--- src/rtl/ahb_params_pkg.sv ---
// rtl/ahb_params_pkg.sv - shared AHB encodings and arbiter constants
package ahb_params_pkg;

  localparam int NO_OF_MASTERS = 4;

  typedef enum logic [1:0] {IDLE = 2'b00, BUSY = 2'b01, NONSEQ = 2'b10, SEQ = 2'b11} htrans_e;

  typedef enum logic [2:0] {
    SINGLE = 3'd0, INCR = 3'd1, WRAP4 = 3'd2, INCR4 = 3'd3,
    WRAP8 = 3'd4, INCR8 = 3'd5, WRAP16 = 3'd6, INCR16 = 3'd7
  } hburst_e;

  typedef enum logic [1:0] {OKAY = 2'b00, ERROR = 2'b01, RETRY = 2'b10, SPLIT = 2'b11} hresp_e;

  typedef enum logic [1:0] {FREE = 2'b00, BURST = 2'b01, LOCKED = 2'b10} arb_state_e;

  // Beat counter load after the NONSEQ beat: the counter hits zero on the
  // second-to-last beat so the last SEQ beat can re-arbitrate.
  function automatic logic [3:0] burst_cnt_init(input hburst_e b);
    case (b)
      WRAP4, INCR4:   return 4'd2;
      WRAP8, INCR8:   return 4'd6;
      WRAP16, INCR16: return 4'd14;
      default:        return 4'd0;
    endcase
  endfunction

  function automatic logic burst_holds(input hburst_e b);
    return (b != SINGLE) && (b != INCR);
  endfunction

endpackage

--- src/rtl/ahb_rr_picker.sv ---
// rtl/ahb_rr_picker.sv - combinational round-robin winner select after rr_ptr
module ahb_rr_picker #(
  parameter int N = 4,
  parameter int W = $clog2(N)
) (
  input  logic [N-1:0] eligible,
  input  logic [W-1:0] rr_ptr,
  output logic [N-1:0] winner,
  output logic [W-1:0] winner_idx,
  output logic         valid
);

  logic [W-1:0] cand;

  // Scan from farthest to nearest so the nearest eligible master after rr_ptr wins.
  always_comb begin
    winner     = '0;
    winner_idx = '0;
    valid      = 1'b0;
    cand       = '0;
    for (int k = N; k >= 1; k--) begin
      cand = W'((int'(rr_ptr) + k) % N);
      if (eligible[cand]) begin
        winner       = '0;
        winner[cand] = 1'b1;
        winner_idx   = cand;
        valid        = 1'b1;
      end
    end
  end

endmodule

--- src/rtl/ahb_bus_arbiter.sv ---
// rtl/ahb_bus_arbiter.sv - AHB arbiter: round-robin grant, burst hold, locked sequences, split masking
module ahb_bus_arbiter #(
  parameter int NO_OF_MASTERS  = ahb_params_pkg::NO_OF_MASTERS,
  parameter int DEFAULT_MASTER = 0,
  parameter int MW             = $clog2(NO_OF_MASTERS)
) (
  input  logic                     HCLK,
  input  logic                     HRESET,
  input  logic [NO_OF_MASTERS-1:0] HBUSREQ,
  input  logic [NO_OF_MASTERS-1:0] HLOCK,
  input  logic [NO_OF_MASTERS-1:0] HSPLIT,
  input  logic [1:0]               HTRANS,
  input  logic [2:0]               HBURST,
  input  logic                     HREADY,
  input  logic [1:0]               HRESP,
  output logic [NO_OF_MASTERS-1:0] HGRANT,
  output logic [MW-1:0]            HMASTER,
  output logic                     HMASTLOCK
);
  import ahb_params_pkg::*;

  typedef logic [NO_OF_MASTERS-1:0] vec_t;
  localparam logic [MW-1:0] DEF_IDX   = MW'(DEFAULT_MASTER);
  localparam vec_t          DEF_GRANT = vec_t'(1) << DEFAULT_MASTER;

  arb_state_e    state, state_nxt;
  vec_t          split_mask, mask_nxt, grant_nxt, pick;
  logic [MW-1:0] owner, rr_ptr, rr_nxt, data_master, pick_idx;
  logic [3:0]    beat_cnt, beat_nxt;
  logic          pick_valid, rearb, split_rsp;
  htrans_e       trans;
  hburst_e       burst;

  assign trans     = htrans_e'(HTRANS);
  assign burst     = hburst_e'(HBURST);
  assign split_rsp = HREADY && (hresp_e'(HRESP) == SPLIT);

  always_comb begin
    owner = '0;
    for (int i = 0; i < NO_OF_MASTERS; i++)
      if (HGRANT[i]) owner = MW'(i);
  end

  // Resume strobes clear after the split set so a same-cycle collision un-masks.
  always_comb begin
    mask_nxt = split_mask;
    if (split_rsp && data_master != DEF_IDX) mask_nxt[data_master] = 1'b1;
    mask_nxt = mask_nxt & ~HSPLIT;
  end

  ahb_rr_picker #(.N(NO_OF_MASTERS), .W(MW)) u_picker (
    .eligible   (HBUSREQ & ~mask_nxt),
    .rr_ptr     (rr_ptr),
    .winner     (pick),
    .winner_idx (pick_idx),
    .valid      (pick_valid)
  );

  always_comb begin
    state_nxt = state;
    beat_nxt  = beat_cnt;
    rearb     = 1'b0;
    if (split_rsp) begin
      state_nxt = FREE;
      rearb     = 1'b1;
    end else begin
      case (state)
        FREE: begin
          if (HLOCK[owner]) begin
            state_nxt = LOCKED;
          end else if (trans == NONSEQ && burst_holds(burst)) begin
            state_nxt = BURST;
            beat_nxt  = burst_cnt_init(burst);
          end else begin
            rearb = 1'b1;
          end
        end
        BURST: begin
          if (trans == SEQ) begin
            if (beat_cnt == 4'd0) begin
              state_nxt = FREE;
              rearb     = 1'b1;
            end else begin
              beat_nxt = beat_cnt - 4'd1;
            end
          end else if (trans != BUSY) begin
            state_nxt = FREE;
            rearb     = 1'b1;
          end
        end
        LOCKED: begin
          if (!HLOCK[owner]) begin
            state_nxt = FREE;
            rearb     = 1'b1;
          end
        end
        default: begin
          state_nxt = FREE;
          rearb     = 1'b1;
        end
      endcase
    end

    grant_nxt = HGRANT;
    rr_nxt    = rr_ptr;
    if (rearb) begin
      if (pick_valid) begin
        grant_nxt = pick;
        rr_nxt    = pick_idx;
      end else begin
        grant_nxt = DEF_GRANT;
      end
    end
  end

  always_ff @(posedge HCLK) begin
    if (HRESET) begin
      state       <= FREE;
      HGRANT      <= DEF_GRANT;
      HMASTER     <= DEF_IDX;
      HMASTLOCK   <= 1'b0;
      data_master <= DEF_IDX;
      rr_ptr      <= DEF_IDX;
      beat_cnt    <= 4'd0;
      split_mask  <= '0;
    end else begin
      split_mask <= mask_nxt;
      if (HREADY) begin
        state       <= state_nxt;
        HGRANT      <= grant_nxt;
        HMASTER     <= owner;
        HMASTLOCK   <= HLOCK[owner] && (|HGRANT);
        data_master <= HMASTER;
        rr_ptr      <= rr_nxt;
        beat_cnt    <= beat_nxt;
      end
    end
  end

  hgrant_onehot: assert property (@(posedge HCLK) disable iff (HRESET) $onehot(HGRANT));

endmodule

--- config.mk ---
export PLATFORM = sky130hd
export DESIGN_NAME = ahb_bus_arbiter
export DESIGN_NICKNAME = d
export VERILOG_FILES = /design/src/rtl/ahb_params_pkg.sv /design/src/rtl/ahb_rr_picker.sv /design/src/rtl/ahb_bus_arbiter.sv
export SDC_FILE = /design/constraint.sdc
export NUM_CORES = 1
export LEC_CHECK = 0
export CAP_MARGIN = 30
export CELL_PAD_IN_SITES_DETAIL_PLACEMENT = 0
export CELL_PAD_IN_SITES_GLOBAL_PLACEMENT = 1
export CORE_MARGIN = 10
export CORE_UTILIZATION = 35
export DETAILED_ROUTE_END_ITERATION = 7
export GPL_TIMING_DRIVEN = 0
export PLACE_DENSITY_LB_ADDON = 0.1
export SLEW_MARGIN = 20
export SYNTH_ARGS = -nofsm -noshare
export SYNTH_HDL_FRONTEND = slang
export SYNTH_SLANG_ARGS = --single-unit
--- constraint.sdc ---
create_clock -name HCLK -period 5.3 [get_ports HCLK]
set_clock_uncertainty 0.15 [all_clocks]
set_input_delay 0.795 -clock HCLK [delete_from_list [all_inputs] [get_ports HCLK]]
set_output_delay 0.795 -clock HCLK [all_outputs]
set_load 0.005 [all_outputs]
Word level (Yosys, flattened, before mapping)
Cells that the tools add are included.
Cells by class
  muxes and demuxes: 59
  add/subtract/negate cells: 5
  reductions and logical operators: 23
  equality and inequality tests: 21
  bitwise logic cells: 6
  $lt $le $gt $ge: 11
Operator list (number)
  4-bit 2-to-1 mux: 10
  2-bit 2-to-1 mux: 13
  1-bit 2-to-1 mux: 22
  2-bit by 3-bit less-than comparator with 1-bit output (second input constant): 6
  3-bit equality test (second input constant): 4
  4-bit != test (second input constant): 3
  4-bit case mux with 3 select lines: 1
  1-bit binary-select mux with 2-bit select: 5
  1-bit demux with 2-bit select: 5
  2-bit by 1-bit greater-or-equal comparator with 1-bit output (second input constant): 5
  1-bit logical AND: 10
  4-bit AND: 2
  2-bit equality test (second input constant): 4
  2-bit != test (second input constant): 4
  4-bit NOT: 2
  4-bit case mux with 2 select lines: 1
  7-bit AND reduction: 1
  3-bit by 2-bit equality test with 1-bit output (second input constant): 2
  2-bit case mux with 3 select lines: 1
  2-bit OR reduction: 3
  5-bit AND reduction: 1
  2-bit by 1-bit adder with 2-bit output (second input constant): 2
  2-bit adder (second input constant): 2
  4-bit zero test: 1
  other kinds (14): 15
Storage, ports and cells
  logic and storage cells: 133
  output and inout port bits: 7
  register bits after elaboration: 21
  input bits: 22

Longest topological paths before layout
Gate-level depths: netlist of run 1.
  word-level depth: 16
  gate-level depth with buffers: 10
  mapped depth without buffers: 9

Modules after synthesis
A second synthesis of run 1 with hierarchy kept.
Second synthesis, totals
  cell total of the unflattened synthesis: 196
  area, all modules: 1616.6 sq um
Modules (own cells, without submodules)
  ahb_bus_arbiter: instances 1, area each 1077.3 sq um, cells an instance 127, seq. area each 420.4 sq um
  ahb_rr_picker: instances 1, area each 539.3 sq um, cells an instance 69, seq. area each 0.0 sq um

Worst setup path before layout of run 1
OpenSTA, ideal clock, no wires.
  path kind: input -> register
  start: input port HRESP[0]
  end: register HGRANT[0]
  required time: 5.024 ns
  path buffers: 1
  library setup time: 0.126 ns
  stages: 8
  arrival time: 2.027 ns
  path slack: 2.998 ns
  cell sequence: nand3_1 -> o2111ai_1 -> a21oi_1 -> a31o_1 -> buf_6 -> or3_1 -> nand4_1 -> a22oi_1
On the way
  longest elaborated chain between the ends: 14
  elaborated cells on any way between the ends: 26
  those cells by class: eq/ne: 1; mux: 19; bitwise: 3; reduce/logical: 3
Ends and longest elaborated chain
  from (decl): RTL line ahb_bus_arbiter.sv:15  | input logic [1:0] HRESP,
  2-bit equality test (*): RTL line ahb_bus_arbiter.sv:36  | assign split_rsp = HREADY && (hresp_e'(HRESP) == SPLIT);
  1-bit logical AND (*): RTL line ahb_bus_arbiter.sv:36
  1-bit logical AND: RTL line ahb_bus_arbiter.sv:47  | if (split_rsp && data_master != DEF_IDX) mask_nxt[data_master] = 1'b1;
  4-bit 2-to-1 mux: RTL line ahb_bus_arbiter.sv:47
  4-bit AND: RTL line ahb_bus_arbiter.sv:48  | mask_nxt = mask_nxt & ~HSPLIT;
  4-bit NOT: RTL line ahb_bus_arbiter.sv:52  | .eligible (HBUSREQ & ~mask_nxt),
  4-bit AND: RTL line ahb_bus_arbiter.sv:52
  1-bit binary-select mux with 2-bit select: RTL line ahb_rr_picker.sv:23  | if (eligible[cand]) begin
  1-bit 2-to-1 mux (not written as such): RTL line ahb_rr_picker.sv:23
  4-bit 2-to-1 mux or 1-bit 2-to-1 mux (tied branches) (4 in a row): RTL line ahb_rr_picker.sv:23
  4-bit 2-to-1 mux: RTL line ahb_bus_arbiter.sv:107  | if (pick_valid) begin
  to (signal assigned): RTL line ahb_bus_arbiter.sv:130  | HGRANT <= grant_nxt;
  to (decl): RTL line ahb_bus_arbiter.sv:16  | output logic [NO_OF_MASTERS-1:0] HGRANT,
Every way passes the cells marked *; elsewhere a longest branch is shown, timed or not. The select of a mux whose other input is x is not followed.
A chain may end at the register's enable or synchronous reset.

Final worst setup path of run 1
  start: input port HREADY
  end: register HGRANT[0]
On the way
  longest elaborated chain between the ends: 13
  elaborated cells on any way between the ends: 25
  those cells by class: mux: 19; bitwise: 3; reduce/logical: 3
Ends and longest elaborated chain
  from (decl): RTL line ahb_bus_arbiter.sv:14  | input logic HREADY,
  1-bit logical AND: RTL line ahb_bus_arbiter.sv:36
  1-bit logical AND: RTL line ahb_bus_arbiter.sv:47
  4-bit 2-to-1 mux: RTL line ahb_bus_arbiter.sv:47
  4-bit AND: RTL line ahb_bus_arbiter.sv:48
  4-bit NOT: RTL line ahb_bus_arbiter.sv:52
  4-bit AND: RTL line ahb_bus_arbiter.sv:52
  1-bit binary-select mux with 2-bit select: RTL line ahb_rr_picker.sv:23
  1-bit 2-to-1 mux (not written as such): RTL line ahb_rr_picker.sv:23
  4-bit 2-to-1 mux or 1-bit 2-to-1 mux (tied branches) (4 in a row): RTL line ahb_rr_picker.sv:23
  4-bit 2-to-1 mux: RTL line ahb_bus_arbiter.sv:107
Several ways; a longest one is shown, not always the timed one. The select of a mux whose other input is x is not followed.

==> results.tsv, run 1 <==
metric	value	unit
Combinational Power Share	56.8	%
commonest non-fill, non-tap cell in the layout	clkdlybuf4s50_1	
Cell Int Power	446.7	uW
CTS buffer count	3	
Slew Viols, Final	0	
Final Wtd Congestion	0.8633	
Vias per Instance	5.514	
switching share of power	41.38	%
Seq/Total Area, Yosys	26.21	%
Leak Pwr	0.0007513	uW
crit path DAT	2740	ps
crit path kind	primary input to flip-flop	
Initial Util	36.59	%
final hold violation count	0	
Die W	87.70	um
worst hold slack	319.0	ps
post-route ant nets	0	
Detail Placement HPWL	3466	um
Die Area	7690	sq um
Req. time, crit path	5300	ps
clk sinks	21	
global-route wire length before repair	7403	um
peak supply drop	198.7	uV
die height	87.70	um
post-synthesis area per instance	8.142	sq um
ys async rst share	0	%
Post-Syn Area	1604	sq um
setup TNS	0	ps
Slew headroom	63.00	%
FILL cells	446	
Final period util	51.78	%
PwrDens	383.8	nW/um^2
Yosys top cell by area	dfxtp_1	
Core Rows	24	
post-CTS sizing	0	
crit-path max FO	10	
Synth Instances	197	
fin nets	261	
type of the worst min-delay path	flip-flop to flip-flop	
Max Cap Viol	0	
largest net degree at the start of global routing	13	
flops & latches, synth	21	
DRC Markers	0	
postcts setup bufs	0	
EDFF count, synth	0	
most used flip-flop cell after synthesis	dfxtp_1	
antenna cells	0	
First DRT Iteration DRCs	45	
Clock Latency Late Sink	260	ps
final core utilization	45.29	%
Clk pwr share	14.0	%
worst slew pin tran	555.1	ps
syn nets	229	
Seq pwr share	29.1	%
number of global-route vias before repair	1570	
I/O pin count	29	
Final Setup Violations	0	
TritonRoute pass-1 iters	4	
Reg clk slew, reported paths	80	ps
Cell Count, Final, Fillers Out	280	
yosys warns	0	
Port Buf Inserts	27	
placed cells	276	
CP cell instances	clkdlybuf4s50_1 -> nand3_1 -> o2111ai_1 -> a21oi_1 -> a31o_1 -> buf_6 -> or3_1 -> nand4_1 -> a22oi_1	
level count of the clock H-tree	1	
Syn-to-layout area delta	23.79	%
CTS Buffer Depth	2	
Netlist cell types	51	
Critical Path Slowest Stage Cell	clkdlybuf4s50_1	
switching pwr	315.3	uW
commonest cells after routing, fill and taps aside	clkdlybuf4s50_1 (27), nor2_1 (24), dfxtp_1 (21), nand2_1 (13)	
Avg WL per Cell	15.18	um
GRT Util Overall	11.71	%
status	finished, final reports clean	
share of the synthesized area in the top cell type	26.21	%
Setup crit start kind	primary input	
crit path time final	2745	ps
CTS tree	done	
via count	1544	
share of cells above drive strength 1	8.772	%
Core ar.	4384	sq um
Detailed Route WL	4251	um
gr ovfl total	0	
Root Driver	clkbuf_8	
Area contributors post-synth	dfxtp_1 (26%), ha_1 (7.8%), nor2_1 (5.6%)	
CTS Hold Bufs	0	
RSZ-0062 raised after global routing	false	
crit-path max cell delay	510	ps
fmax	364.4	MHz
Crit. End Element	flip-flop	
initial antenna violation count	0	
[area by class of cell]
class | instances | area (sq um) | area share (%)
Multi-Input combinational cell | 158 | 1092 | 55.01
Sequential cell | 21 | 420.4 | 21.17
Timing Repair Buffer | 27 | 270.3 | 13.61
Tap cell | 52 | 65.06 | 3.277
Buffer | 8 | 53.80 | 2.710
Clock buffer | 3 | 41.29 | 2.079
Inverter | 10 | 37.54 | 1.890
Clock inverter | 1 | 5.005 | 0.2520
[layer usage]
metal	global-route usage, %	share of wire [%]
met5	0	0
met4	3.913	0.92
met3	2.414	4.0
met2	19.97	48
met1	14.22	47
[worst max-delay path, delay by kind of cell]
kind                   cells  cell delay [ps]
AND/OR/NAND/NOR            3              640
buffers and inverters      2              640
AO/OA/AOI/OAI              4              660
[synthesized netlist by cell type, types with 2 or more instances]
library cell   n
nand3_1        3
and3b_1        3
buf_6          3
ha_1          10
nor3_1         5
dfxtp_1       21
a22oi_1        7
a31oi_1        5
xnor2_1        2
and3_1         3
nand2b_1       7
a211o_1        2
o21ai_1        5
nor2_1        24
nand4_1        3
o32ai_1        2
a21oi_1        7
a211oi_1       2
nand2_1       13
a221oi_2       2
or3_1          2
buf_1          3
o211ai_2       2
inv_1         10
o21ai_0        6
nor3b_2        2
o22ai_1        4
o2bb2ai_1      2
and2_1         4
o2111ai_1      2
mux2i_1        7
nor2b_1        5
[registers in the layout, indices dropped and copies added, names as in the netlist]
register / flops
split_mask: 4
state: 2
data_master: 2
HMASTER: 2
HMASTLOCK: 1
rr_ptr: 2
beat_cnt: 4
HGRANT: 4
[worst paths after layout]
check                                             from                     end  slack (ps)  depth (start not counted)
worst max-delay path                            HREADY  HGRANT[0]$_SDFFE_PP1P_        2560                          9
worst min-delay path            HMASTLOCK$_SDFFE_PP0P_  HMASTLOCK$_SDFFE_PP0P_         320                          2
worst max register to register  rr_ptr[0]$_SDFFE_PP0P_  rr_ptr[0]$_SDFFE_PP0P_        2940                          7
worst min register to register  HMASTLOCK$_SDFFE_PP0P_  HMASTLOCK$_SDFFE_PP0P_         320                          2
[metrics by stage]
stage	cell area [sq um]	setup WS, ps	total power [uW]
6_report	1986	2555	762.0
3_5_place_dp	1939	2275	657.8
5_1_grt	1986	2321	836.3
4_1_cts	1986	2540	767.6
3_3_place_gp	1939	2267	651.8
2_1_floorplan	1604	2998	539.5
[power by group through the flow]
stage               Clock (uW)  Combinational [uW]  Sequential, uW
floorplan                    0                 322             217
global placement             0                 427             225
detailed placement           0                 432             225
global route               121                 487             228
finish                     107                 433             222
CTS                        111                 434             222
[cell families after synthesis]
kind of cell	Yosys count	share of synthesized area (%)
AND/OR/NAND/NOR	81	27.38
XOR/XNOR	2	1.092
flip-flops	21	26.21
AO/OA/AOI/OAI	57	26.52
adder cells (fa/ha/maj)	10	7.800
multiplexers	8	5.304
buffers and inverters	18	5.694
Note: power is estimated with default switching activity, not from simulation.
==> run 2, diff against run 1 <==
==> constraint.sdc (replaced) <==
create_clock -name HCLK -period 2.7 [get_ports HCLK]
set_clock_uncertainty 0.15 [all_clocks]
set_input_delay 0.405 -clock HCLK [delete_from_list [all_inputs] [get_ports HCLK]]
set_output_delay 0.405 -clock HCLK [all_outputs]
set_load 0.005 [all_outputs]
==> results of run 2 <==
Same layout as run 1 (identical final DEF). Status: finished, final reports clean.
Among the figures that moved: setup slack after placement 2275 ps -> 65.47 ps; setup slack after layout 2555 ps -> 340.0 ps; start point of the critical path HREADY -> rr_ptr[0]$_SDFFE_PP0P_; end point of the critical path HGRANT[0]$_SDFFE_PP1P_ -> rr_ptr[0]$_SDFFE_PP0P_; register-to-register setup slack 2940 ps -> 340 ps; total power 762.0 uW -> 1496 uW; worst IR drop on VDD 198.7 uV -> 390.1 uV
